--- config.mk ---
export PLATFORM = sky130hd
export DESIGN_NAME = trap_ctrl
export DESIGN_NICKNAME = d
export VERILOG_FILES = /design/src/rtl/trap_pkg.sv /design/src/rtl/trap_irq_prio.sv /design/src/rtl/trap_ctrl.sv
export SDC_FILE = /design/constraint.sdc
export NUM_CORES = 1
export LEC_CHECK = 0
export CAP_MARGIN = 15
export CORE_AREA = 2 2 212 214
export CTS_CLUSTER_DIAMETER = 150
export CTS_CLUSTER_SIZE = 25
export DETAILED_ROUTE_END_ITERATION = 7
export DIE_AREA = 0 0 214 216
export PLACE_DENSITY = 0.54
export SYNTH_ARGS = -nofsm -noshare
export SYNTH_HDL_FRONTEND = slang
export SYNTH_SLANG_ARGS = --single-unit
--- constraint.sdc ---
create_clock -name clk -period 2.1 [get_ports clk]
set_input_delay 0.42 -clock clk [delete_from_list [all_inputs] [get_ports clk]]
set_output_delay 0.42 -clock clk [all_outputs]
set_load 0.005 [all_outputs]
--- src/rtl/trap_pkg.sv ---
// Shared definitions for the machine-mode trap sequencer: FSM states, CSR
// addresses, interrupt cause codes, mstatus bit positions and update helpers.
package trap_pkg;

  typedef enum logic [2:0] {
    IDLE        = 3'd0,
    WR_EPC      = 3'd1,
    WR_CAUSE    = 3'd2,
    WR_TVAL     = 3'd3,
    WR_STATUS   = 3'd4,
    MRET_STATUS = 3'd5,
    REDIRECT    = 3'd6
  } state_e;

  localparam logic [11:0] CSR_MSTATUS = 12'h300;
  localparam logic [11:0] CSR_MEPC    = 12'h341;
  localparam logic [11:0] CSR_MCAUSE  = 12'h342;
  localparam logic [11:0] CSR_MTVAL   = 12'h343;

  localparam logic [4:0] CODE_MSI = 5'd3;
  localparam logic [4:0] CODE_MTI = 5'd7;
  localparam logic [4:0] CODE_MEI = 5'd11;

  localparam int MSTATUS_MIE    = 3;
  localparam int MSTATUS_MPIE   = 7;
  localparam int MSTATUS_MPP_LO = 11;
  localparam int MSTATUS_MPP_HI = 12;

  localparam logic [1:0] MTVEC_MODE_VEC = 2'b01;

  function automatic logic [63:0] trap_mstatus(input logic [63:0] s);
    logic [63:0] r;
    r = s;
    r[MSTATUS_MPIE] = s[MSTATUS_MIE];
    r[MSTATUS_MIE]  = 1'b0;
    r[MSTATUS_MPP_HI:MSTATUS_MPP_LO] = 2'b11;
    return r;
  endfunction

  function automatic logic [63:0] mret_mstatus(input logic [63:0] s);
    logic [63:0] r;
    r = s;
    r[MSTATUS_MIE]  = s[MSTATUS_MPIE];
    r[MSTATUS_MPIE] = 1'b1;
    r[MSTATUS_MPP_HI:MSTATUS_MPP_LO] = 2'b11;
    return r;
  endfunction

endpackage

--- src/rtl/trap_irq_prio.sv ---
// Fixed-priority machine interrupt encoder: MEI > MSI > MTI, gated by the
// global interrupt enable.
module trap_irq_prio
  import trap_pkg::*;
(
  input  logic [63:0] mip_i,
  input  logic [63:0] mie_i,
  input  logic        gie_i,
  output logic        pending_o,
  output logic [4:0]  code_o
);

  logic [63:0] en;

  assign en        = mip_i & mie_i;
  assign pending_o = gie_i & (|en);

  always_comb begin
    code_o = 5'd0;
    if (en[CODE_MEI])      code_o = CODE_MEI;
    else if (en[CODE_MSI]) code_o = CODE_MSI;
    else if (en[CODE_MTI]) code_o = CODE_MTI;
  end

endmodule

--- src/rtl/trap_ctrl.sv ---
// Trap/MRET sequencer: writes mepc/mcause/mtval/mstatus through a handshaked
// CSR port, then redirects fetch. Define TRAP_VECTORED_EN for vectored mtvec.
module trap_ctrl
  import trap_pkg::*;
(
  input  logic        clk,
  input  logic        resetn,
  input  logic        exc_valid_i,
  input  logic [4:0]  exc_code_i,
  input  logic [63:0] exc_pc_i,
  input  logic [63:0] exc_tval_i,
  input  logic        mret_valid_i,
  output logic        req_ready_o,
  input  logic        irq_mei_i,
  input  logic        irq_msi_i,
  input  logic        irq_mti_i,
  input  logic [63:0] mstatus_i,
  input  logic [63:0] mie_i,
  input  logic [63:0] mtvec_i,
  input  logic [63:0] mepc_i,
  output logic        csr_wr_valid_o,
  output logic [11:0] csr_wr_addr_o,
  output logic [63:0] csr_wr_data_o,
  input  logic        csr_wr_ready_i,
  output logic        redirect_valid_o,
  output logic [63:0] redirect_pc_o,
  output logic        busy_o
);

  state_e      state_q, state_d;
  logic [63:0] cause_q, cause_d, pc_q, pc_d, tval_q, tval_d;
  logic        is_irq_q, is_irq_d;
  logic        csr_wr_valid_q, csr_wr_valid_d;
  logic [11:0] csr_wr_addr_q, csr_wr_addr_d;
  logic [63:0] csr_wr_data_q, csr_wr_data_d;
  logic        redirect_valid_q, redirect_valid_d;
  logic [63:0] redirect_pc_q, redirect_pc_d;
  logic        busy_q, busy_d;

  logic [63:0] mip, tvec_base, trap_pc;
  logic        irq_pending, wr_done;
  logic [4:0]  irq_code;

  always_comb begin
    mip           = '0;
    mip[CODE_MEI] = irq_mei_i;
    mip[CODE_MSI] = irq_msi_i;
    mip[CODE_MTI] = irq_mti_i;
  end

  trap_irq_prio u_irq_prio (
    .mip_i     (mip),
    .mie_i     (mie_i),
    .gie_i     (mstatus_i[MSTATUS_MIE]),
    .pending_o (irq_pending),
    .code_o    (irq_code)
  );

  assign tvec_base = mtvec_i & ~64'h3;
`ifdef TRAP_VECTORED_EN
  assign trap_pc = (mtvec_i[1:0] == MTVEC_MODE_VEC && is_irq_q)
                 ? tvec_base + {57'd0, cause_q[4:0], 2'b00} : tvec_base;
`else
  logic unused_irq_flag;
  assign trap_pc         = tvec_base;
  assign unused_irq_flag = is_irq_q;
`endif

  assign wr_done = csr_wr_valid_q & csr_wr_ready_i;

  always_comb begin
    state_d          = state_q;
    cause_d          = cause_q;
    pc_d             = pc_q;
    tval_d           = tval_q;
    is_irq_d         = is_irq_q;
    csr_wr_valid_d   = csr_wr_valid_q;
    csr_wr_addr_d    = csr_wr_addr_q;
    csr_wr_data_d    = csr_wr_data_q;
    redirect_valid_d = 1'b0;
    redirect_pc_d    = redirect_pc_q;

    case (state_q)
      IDLE: begin
        if (exc_valid_i) begin
          cause_d  = {59'd0, exc_code_i};
          pc_d     = exc_pc_i;
          tval_d   = exc_tval_i;
          is_irq_d = 1'b0;
          state_d  = WR_EPC;
        end else if (irq_pending) begin
          cause_d  = {1'b1, 58'd0, irq_code};
          pc_d     = exc_pc_i;
          tval_d   = '0;
          is_irq_d = 1'b1;
          state_d  = WR_EPC;
        end else if (mret_valid_i) begin
          state_d = MRET_STATUS;
        end
      end
      WR_EPC:      if (wr_done) state_d = WR_CAUSE;
      WR_CAUSE:    if (wr_done) state_d = WR_TVAL;
      WR_TVAL:     if (wr_done) state_d = WR_STATUS;
      WR_STATUS:   if (wr_done) state_d = REDIRECT;
      MRET_STATUS: if (wr_done) state_d = REDIRECT;
      default:     state_d = IDLE;
    endcase

    // Outputs are loaded on state entry and held while waiting for ready.
    if (state_d != state_q) begin
      csr_wr_valid_d = 1'b1;
      case (state_d)
        WR_EPC: begin
          csr_wr_addr_d = CSR_MEPC;
          csr_wr_data_d = pc_d & ~64'h3;
        end
        WR_CAUSE: begin
          csr_wr_addr_d = CSR_MCAUSE;
          csr_wr_data_d = cause_q;
        end
        WR_TVAL: begin
          csr_wr_addr_d = CSR_MTVAL;
          csr_wr_data_d = tval_q;
        end
        WR_STATUS: begin
          csr_wr_addr_d = CSR_MSTATUS;
          csr_wr_data_d = trap_mstatus(mstatus_i);
        end
        MRET_STATUS: begin
          csr_wr_addr_d = CSR_MSTATUS;
          csr_wr_data_d = mret_mstatus(mstatus_i);
        end
        REDIRECT: begin
          csr_wr_valid_d   = 1'b0;
          redirect_valid_d = 1'b1;
          redirect_pc_d    = (state_q == MRET_STATUS) ? mepc_i : trap_pc;
        end
        default: csr_wr_valid_d = 1'b0;
      endcase
    end

    busy_d = (state_d != IDLE);
  end

  always_ff @(posedge clk) begin
    if (!resetn) begin
      state_q          <= IDLE;
      cause_q          <= '0;
      pc_q             <= '0;
      tval_q           <= '0;
      is_irq_q         <= 1'b0;
      csr_wr_valid_q   <= 1'b0;
      csr_wr_addr_q    <= '0;
      csr_wr_data_q    <= '0;
      redirect_valid_q <= 1'b0;
      redirect_pc_q    <= '0;
      busy_q           <= 1'b0;
    end else begin
      state_q          <= state_d;
      cause_q          <= cause_d;
      pc_q             <= pc_d;
      tval_q           <= tval_d;
      is_irq_q         <= is_irq_d;
      csr_wr_valid_q   <= csr_wr_valid_d;
      csr_wr_addr_q    <= csr_wr_addr_d;
      csr_wr_data_q    <= csr_wr_data_d;
      redirect_valid_q <= redirect_valid_d;
      redirect_pc_q    <= redirect_pc_d;
      busy_q           <= busy_d;
    end
  end

  assign csr_wr_valid_o   = csr_wr_valid_q;
  assign csr_wr_addr_o    = csr_wr_addr_q;
  assign csr_wr_data_o    = csr_wr_data_q;
  assign redirect_valid_o = redirect_valid_q;
  assign redirect_pc_o    = redirect_pc_q;
  assign busy_o           = busy_q;
  assign req_ready_o      = ~busy_q;

endmodule

==> results.ini <==
[status]
status = finished, final reports clean

[floorplanning]
die-area_mm2 = 0.0462
floorplan.io_pins = 541
die-height_um = 216
horiz_die_dim_um = 214
floorplan.initialDensity = 0.254
core.rowCount = 77
core_region_area_mm2 = 0.0438

[place]
port_buffer_count = 466
gp_routability_congestion = 0.792
dpl.cell_count = 2351
hpwl_um = 33400

[layout]
area_growth_syn_to_layout_pct = 59.9
stdcell_count = 2373
layout-drive-gt1-share = 0.102
layout.filler_cells = 4394
fin_nets = 2174

[route]
met2_wirelength_from_detailed_routing_um = 21700
drt-pass1-iter-count = 5
remaining_design_rule_violation_count = 0
drt_iter0_markers = 697
detail-route-antenna-nets = 0
wl_um = 45400
top_layer_reached_by_signal_wires = met5
route.vias.total = 11500
wl_met1_um = 19000
wl_per_cell_um = 19.1
met3_length_um = 3560
route.detailed.vias_per_inst = 4.85

[clocking]
post_cts_hold_buffer_count = 0
clock_latency_ps = 510
cts_root_buf = clkbuf_16
clock_tree.buffer_depth = 3
cts.sinks = 270
htree_levels = 1
cts_tree = yes
tritoncts.num_buffers = 14
clock_pin_slew_on_the_worst_setup_and_hold_paths_ps = 100

[global_routing]
globalRoute.totalOverflow = 0
grt_start_max_net_pins = 65
number_of_antenna_violations_at_the_first_check_in_global_routing = 6
first_global_vias = 11700
first_pass_grt_wire_length_um = 68400
grt_usage = 0.187

[worst_setup_path]
worst_setup_ep_type = register
cpLargestDelayFamily = compound AO/OA/AOI/OAI gates
largest_incremental_delay_on_the_critical_path_ps = 440
critPathMaxFanout = 12
timing.critical_path.required_ps = 2490
cp_data_arrival_time_ps = 2450
path_buf_inv = 2
crit_type = in2reg
cp_cell_sequence = clkdlybuf4s50_1, a221o_1, o211a_4, buf_4, mux2_4, a221oi_2, a21oi_1
critPathSlowestCell = clkdlybuf4s50_1
flop2flop_setup_slack_ps = 130
critPathLaunchType = input pin

[power]
static_leak_nw = 6.69
combPwrFrac = 0.346
peakVddDrop_mv = 0.434
intPower_mw = 9.60
seqPwrFrac = 0.435
clock_power_share = 0.219
power.switching_fraction = 0.306
net-switching-power_mw = 4.23
power-per-cell-area_mw_per_mm2 = 776

[min_path]
worst_hold_path_type = in2reg

[sta]
tightestPinTransition_ps = 723
slew_viol_final = 0
timing.max_slew.rel_slack = 0.518
final_number_of_setup_violating_endpoints = 0
timing.clock.skew_ps = 16.7
fmax_mhz = 485
layout_min_cycle_time_ps = 2060
finalHoldViolations = 0
totalNegativeSetupSlack_ps = 0
timing.final.crit_share = 0.983
setup_repair_after_global_routing_missed_its_margin = true

[job]
cap_viol_max_count = 0

[yosys]
top_post_synthesis_cells_by_area = dfxtp_1 (48%), nor2_1 (6.7%), a21oi_1 (5.1%), a311oi_1 (4.9%), mux2i_1 (4.6%)
share_of_yosys_cell_area_claimed_by_the_top_area_cell_type = 0.485
netlist-cell-type-count = 52
synthCells = 1277
netlist_area_pre_place_mm2 = 0.0111
post-synth-top-area-cell = dfxtp_1
syn_area_per_cell_um2 = 8.73
part_of_the_yosys_area_used_for_sequential_elements = 0.485
yosys_warnings = 0
synth_seq_cells = 270

## repair_timing
action                                  4_1_cts  5_1_grt
hold endpoints to repair                      0        0
buffers inserted                              0        2
endpoints found under the setup margin        0        9
gates resized for setup                       0        5
## kinds of logic after synthesis
group / count (synthesis) / share of synthesized area
simple gates: 414 / 0.158
other cells: 1 / 0.000336
flops: 270 / 0.485
buf+inv: 138 / 0.0567
mux: 59 / 0.0542
compound gates: 395 / 0.246
## worst register-to-register path: cells and delay by family, from the launching register on
| family | cells | cell delay (ps) |
|---|---|---|
| compound gates | 3 | 650 |
| flops | 1 | 370 |
| mux | 1 | 290 |
| buf+inv | 1 | 280 |
| simple gates | 1 | 270 |
## final cells by class
type	count	area, um2	share of cell area
Antenna cell	4	10.0	0.000561
Timing Repair Buffer	610	6040	0.339
Multi-Input combinational cell	875	5220	0.293
Inverter	6	27.5	0.00154
Tap cell	592	741	0.0415
Clock inverter	1	7.51	0.000421
Clock buffer	15	375	0.0211
Sequential cell	270	5410	0.303
## power groups by stage
stage / Sequential [mW] / Clock [mW] / Combinational [mW]
floorplan: 6.06 / 0 / 2.15
global placement: 6.11 / 0 / 4.77
CTS: 6.01 / 3.15 / 4.82
finish: 6.01 / 3.03 / 4.79
detailed placement: 6.12 / 0 / 4.80
global route: 6.07 / 3.32 / 5.18
## flip-flops by register name, indices dropped and copies added, names as in the netlist
register          flops
cause_q               6
csr_wr_data_o        64
redirect_valid_o      1
tval_q               64
busy_o                1
state_q               3
csr_wr_valid_o        1
redirect_pc_o        64
csr_wr_addr_o         4
pc_q                 62
## per-layer routing
| layer | GRT usage | up-vias |
|---|---|---|
| met5 | 0 | - |
| met4 | 0.0578 | 2 |
| met3 | 0.0471 | 61 |
| met2 | 0.321 | 453 |
| met1 | 0.229 | 5394 |
| li1 | - | 5595 |
## worst paths after layout
check                        start                 to  cells past startpoint
setup / recovery         irq_msi_i  csr_wr_data_o[12]                      7
hold / removal              resetn     csr_wr_valid_o                      3
setup reg to reg        state_q[2]  csr_wr_data_o[14]                      6
hold reg to reg   csr_wr_addr_o[6]   csr_wr_addr_o[6]                      2
## Yosys cell counts, drive strengths merged
master and instances:
dfxtp 270, nor2 200, a21oi 114, nand2 93, nand3 80, clkbuf 72, a22oi 67, a311oi 62
buf 60, o21ai 57, mux2i 51, a2bb2oi 49, and2 12, a221oi 10, and3 10, o31ai 10
mux2 8, inv 6, nand2b 5, nor3 5, a32oi 3, nor2b 3, o22ai 3, a21boi 2
a221o 2, a222oi 2, nand4 2, o211a 2, o211ai 2, o21a 2, or3 2, a211oi 1
a31oi 1, a41o 1, and3b 1, conb 1, o21ba 1, o221a 1, o221ai 1, o22a 1
o41ai 1, or2 1
## metrics by stage
step / total power [mW] / util / worst slack, ps / area (um2) / hold slack (ps)
after floorplan: 8.21 / - / 124 / 11200 / 431
after global placement: 10.9 / 0.397 / -395 / 17400 / 437
after detailed placement: 10.9 / 0.397 / -488 / 17400 / 444
after CTS: 14.0 / 0.406 / 27.5 / 17800 / 373
after global routing: 14.6 / 0.407 / -28.8 / 17800 / 363
final: 13.8 / 0.407 / 36.5 / 17800 / 362
## placed cells by master (no fill, tap or decap), types with 11 or more instances in the layout
cell type,instances
a21oi_1,114
a22oi_1,67
a2bb2oi_1,49
a311oi_1,62
and2_1,11
buf_12,24
buf_4,119
clkbuf_16,15
clkdlybuf4s50_1,465
dfxtp_1,268
mux2i_1,49
nand2_1,92
nand3_1,80
nor2_1,199
o21ai_0,53
Power figures use the tool's default switching activity.
